<file path="src/rtl/pulp_cluster_launcher.sv">
// pulp_cluster_launcher: launches PULP clusters, tracks EOC, applies timeout/abort and drains busy clusters.
// Macro PULP_CLUSTER_LAUNCHER_IRQ_EN enables a sticky completion interrupt on irq_o.
module pulp_cluster_launcher #(
  parameter int N_CLUSTERS = 4,
  parameter int TIMEOUT_W  = 16
) (
  input  logic                  clk_i,
  input  logic                  rst_ni,
  input  logic                  start_i,
  input  logic [N_CLUSTERS-1:0] cl_mask_i,
  input  logic [TIMEOUT_W-1:0]  timeout_i,
  input  logic                  abort_i,
  output logic [N_CLUSTERS-1:0] cl_fetch_en_o,
  input  logic [N_CLUSTERS-1:0] cl_eoc_i,
  input  logic [N_CLUSTERS-1:0] cl_busy_i,
  output logic                  busy_o,
  output logic                  done_o,
  output logic [N_CLUSTERS-1:0] eoc_mask_o,
  output logic                  timeout_o,
  output logic                  irq_o,
  input  logic                  irq_clr_i
);
  typedef enum logic [2:0] {IDLE, LAUNCH, RUN, DRAIN, DONE} state_e;
  state_e                state_q, state_d;
  logic [N_CLUSTERS-1:0] mask_q, mask_d, fetch_q, fetch_d, eoc_q, eoc_d, eoc_hit, eoc_all;
  logic [TIMEOUT_W-1:0]  tmo_q, tmo_d, cnt_q, cnt_d;
  logic                  tflag_q, tflag_d, busy_q, done_q, irq_q, irq_d, tmo_hit, full;
  always_comb begin
    state_d = state_q;
    mask_d  = mask_q;
    tmo_d   = tmo_q;
    cnt_d   = cnt_q;
    fetch_d = fetch_q;
    eoc_d   = eoc_q;
    tflag_d = tflag_q;
    eoc_hit = cl_eoc_i & mask_q;
    eoc_all = eoc_q | eoc_hit;
    full    = eoc_all == mask_q;
    tmo_hit = tmo_q != '0 && cnt_q == tmo_q;
    case (state_q)
      IDLE: if (start_i) begin
        mask_d  = cl_mask_i;
        tmo_d   = timeout_i;
        cnt_d   = '0;
        tflag_d = 1'b0;
        eoc_d   = cl_mask_i != '0 ? '0 : eoc_q;
        fetch_d = cl_mask_i;
        state_d = cl_mask_i != '0 ? LAUNCH : DONE;
      end
      LAUNCH: begin
        cnt_d   = TIMEOUT_W'(1);
        fetch_d = abort_i ? '0 : fetch_q;
        state_d = abort_i ? DRAIN : RUN;
      end
      RUN: begin
        eoc_d   = eoc_all;
        cnt_d   = &cnt_q ? cnt_q : cnt_q + TIMEOUT_W'(1);
        // completion and abort both take precedence over a coincident timeout
        tflag_d = !abort_i && !full && tmo_hit;
        state_d = abort_i || full || tmo_hit ? DRAIN : RUN;
        fetch_d = abort_i || full || tmo_hit ? '0 : fetch_q & ~eoc_hit;
      end
      DRAIN: state_d = (cl_busy_i & mask_q) == '0 ? DONE : DRAIN;
      default: state_d = IDLE;
    endcase
  end
`ifdef PULP_CLUSTER_LAUNCHER_IRQ_EN
  assign irq_d = state_d == DONE || (irq_q && !irq_clr_i);
`else
  logic unused_irq_clr;
  assign unused_irq_clr = irq_clr_i;
  assign irq_d = 1'b0;
`endif
  always_ff @(posedge clk_i or negedge rst_ni) begin
    if (!rst_ni) begin
      state_q <= IDLE;
      mask_q  <= '0;
      tmo_q   <= '0;
      cnt_q   <= '0;
      fetch_q <= '0;
      eoc_q   <= '0;
      tflag_q <= 1'b0;
      busy_q  <= 1'b0;
      done_q  <= 1'b0;
      irq_q   <= 1'b0;
    end else begin
      state_q <= state_d;
      mask_q  <= mask_d;
      tmo_q   <= tmo_d;
      cnt_q   <= cnt_d;
      fetch_q <= fetch_d;
      eoc_q   <= eoc_d;
      tflag_q <= tflag_d;
      busy_q  <= state_d != IDLE;
      done_q  <= state_d == DONE;
      irq_q   <= irq_d;
    end
  end
  assign cl_fetch_en_o = fetch_q;
  assign eoc_mask_o    = eoc_q;
  assign timeout_o     = tflag_q;
  assign busy_o        = busy_q;
  assign done_o        = done_q;
  assign irq_o         = irq_q;
endmodule
</file>
<file path="config.mk">
export PLATFORM = sky130hd
export DESIGN_NAME = pulp_cluster_launcher
export DESIGN_NICKNAME = d
export VERILOG_FILES = /design/src/rtl/pulp_cluster_launcher.sv
export SDC_FILE = /design/constraint.sdc
export NUM_CORES = 1
export LEC_CHECK = 0
export ABC_AREA = 0
export ABC_CLOCK_PERIOD_IN_PS = 2300
export BUFFER_PORTS_ARGS = -buffer_cell sky130_fd_sc_hd__buf_2
export CAP_MARGIN = 40
export CORE_MARGIN = 2
export CORE_UTILIZATION = 50
export DETAILED_ROUTE_END_ITERATION = 16
export PLACE_DENSITY = 0.85
export SYNTH_ARGS = -nofsm -noshare
export SYNTH_HDL_FRONTEND = slang
export SYNTH_SLANG_ARGS = --single-unit
export TNS_END_PERCENT = 100
</file>
<file path="constraint.sdc">
create_clock -name clk_i -period 2.3 [get_ports clk_i]
set_clock_uncertainty 0.2 [all_clocks]
set_input_delay 0.23 -clock clk_i [delete_from_list [all_inputs] [get_ports clk_i]]
set_output_delay 0.23 -clock clk_i [all_outputs]
set_load 0.02 [all_outputs]
</file>
==> results.toml <==
[floorplanning]
row_count = 26
core_um2 = 5070
ios = 45
die_h_um = 76.5
die_area_um2 = 5850
start_util_pct = 51.8
die_w_um = 76.5

[cts]
cts_tree = "done"
clk_pin_slew_ps = 90
cts_sinks = 50
clkLatencyLatePin_ps = 310
numCtsBuffers = 5
root_buffer = "clkbuf_8"
htreeDepth = 2
clockBufferDepth = 2

[cells_and_area]
n_fill_cell = 391
areaGrowthSynthToFinish_pct = 26.6
final_nets = 366
diodes = 0
drive_gt1_share_pct = 26.7
seq_area_um2 = 1250
multi_input_area_um2 = 1290

[synthesis]
yosys_warnings = 0
syn_nets = 292
ys_async_sr_fraction_pct = 100
netlist_area_um2 = 2630
synth_area_per_cell_um2 = 10.2
synth_cells = 258
synth_top_area_cell = "dfrtp_1"
synth_edf_count = 0
synth_cell_types = 49
synth_most_common_cell = "dfrtp_1"
synth_common_cells = "dfrtp_1, nor2_1, mux2_2, nand2_1, xnor2_1"
synth_top_area_share_pct = 47.6
synth-seq-area-share_pct = 47.6
synthFlopType = "dfrtp_1"
synth.top_cells.by_area = "dfrtp_1, mux2_2, xnor2_1"
ys_ff_latch = 50

[grt]
grt_max_degree = 51
antenna_found_initial = 0
grt_pass1_vias = 2326
grt_usage_pct = 23.7
grt_pass1_wl_um = 11100
globalRouteOverflowTotal = 0

[route]
drc_errors = 0
wl_per_cell_um = 16.3
antenna_left = 0
drt-initial-drc-count = 161
first_pass_iters = 4
drt_wl_total_um = 6550
vias = 2350
via_per_inst = 5.83

[sta]
slew_headroom_pct = 58.9
rsz0062_at_grt = "no"
fin_tns_setup_ps = 0
fmax_ghz = 0.461
fin_crit_ps = 2170
hold_violations = 0
tightest_slew_ps = 617
maxSlewViolCount = 0
setup_violations = 0
period_share_pct = 94.4

[pwr]
leakage_nw = 1.46
p_total_w = 0.00378
power.density_nw_per_um2 = 1130
ir_drop_uv = 694

[outcome]
status = "finished clean"

[critical_path]
worstSetupEndpointType = "register"
cp_max_fo = 11
critical_path_class = "register to register"
required_ps = 2340
crit_path_start_kind = "register"
cp_data_arrival_time_ps = 2210

[placement]
dp_hpwl_um = 4420
numPortBuffers = 42
gp_congestion = 0.862

[worst_hold_path]
hold_path_class = "input port to register"

[run]
drv_cap = 0
routing by layer:
layer	global-route usage (%)	wire [µm]	vias up
met5	0	0	-
met4	10.5	194	0
met3	3.67	411	18
met2	40.4	3320	101
met1	29.8	2620	1136
li1	-	-	1095
registers in the layout, summed over array words and instances, names as in the netlist:
| signal | count |
|---|---|
| cnt_q | 16 |
| tmo_q | 16 |
| cl_fetch_en_o | 4 |
| eoc_mask_o | 4 |
| mask_q | 4 |
| state_q | 3 |
| busy_o | 1 |
| done_o | 1 |
| timeout_o | 1 |
stage by stage:
step                      setup WS, ps  cells  area [µm²]  hold slack [ps]  utilization, %
after floorplan                    139    258        2630             -266               -
after global placement             224    373        3000              166            59.1
after detailed placement           124    373        3000              171            59.1
after CTS                          114    403        3330             6.43            65.6
after global routing              14.2    403        3330             45.5            65.6
final                              129    403        3330             8.74            65.6
path summary, 6_finish.rpt:
check / from / to / slack, ps / depth (start not counted)
max: cnt_q[1] / cnt_q[9] / 130 / 6
max reg2reg: cnt_q[1] / cnt_q[9] / 130 / 6
min: cl_eoc_i[2] / eoc_mask_o[2] / 9 / 3
max in group asynchronous: rst_ni / cnt_q[14] / 1140 / 3
min reg2reg: timeout_o / timeout_o / 320 / 1
min in group asynchronous: rst_ni / eoc_mask_o[0] / 350 / 3
where the power goes:
group | leakage, nW | internal (W) | switching, W
logic | 0.764 | 0.000770 | 0.000880
registers | 0.633 | 0.00119 | 0.000329
clock network | 0.0579 | 0.000320 | 0.000289
total | 1.46 | 0.00228 | 0.00150
logic make-up (layout without fill, tap and decap cells):
| group | after synthesis | in the layout | synth area share (%) |
|---|---|---|---|
| buffers and inverters | 18 | 93 | 3.47 |
| AO/OA/AOI/OAI | 48 | 48 | 11.8 |
| flip-flops | 50 | 50 | 47.6 |
| other | 1 | 1 | 0.143 |
| XOR/XNOR | 21 | 21 | 7.00 |
| adder cells (fa/ha/maj) | 1 | 1 | 0.476 |
| AND/OR/NAND/NOR | 100 | 100 | 21.4 |
| multiplexers | 19 | 19 | 8.14 |
worst max-delay path: stages (launching register included):
cell and delay [ps]:
dfrtp_1 460, ha_1 250, nand3_1 160, nor4_4 70
a21o_1 290, or4_1 500, a21oi_1 160
cell usage in the layout (no fill, tap or decap), types with 5 or more instances in the layout:
cell           instances
buf_4                 16
nand2_1               18
nor3b_1                5
dfrtp_1               50
clkbuf_8               5
nand4_1                8
xnor2_1               13
buf_2                 42
nor4_1                11
o31ai_1                5
a31oi_1                8
o21ai_0               10
nor2_1                24
dlygate4sd3_1         22
a21oi_1               11
xor2_1                 8
nand3_1                7
mux2_2                19
what timing repair did:
| item | CTS | global route |
|---|---|---|
| gates resized for setup | 0 | 0 |
| endpoints found under the hold margin | 71 | 0 |
| hold buffers | 22 | 0 |
| setup buffers | 0 | 0 |
cell type report:
class / count / share of cell area, %
clock buffer: 5 / 2.07
tap: 70 / 2.63
timing repair buffer: 81 / 17.1
inverter: 4 / 0.451
sequential: 50 / 37.6
clock inverter: 3 / 1.20
multi-input combinational: 190 / 38.9
Power figures use the tool's default switching activity.
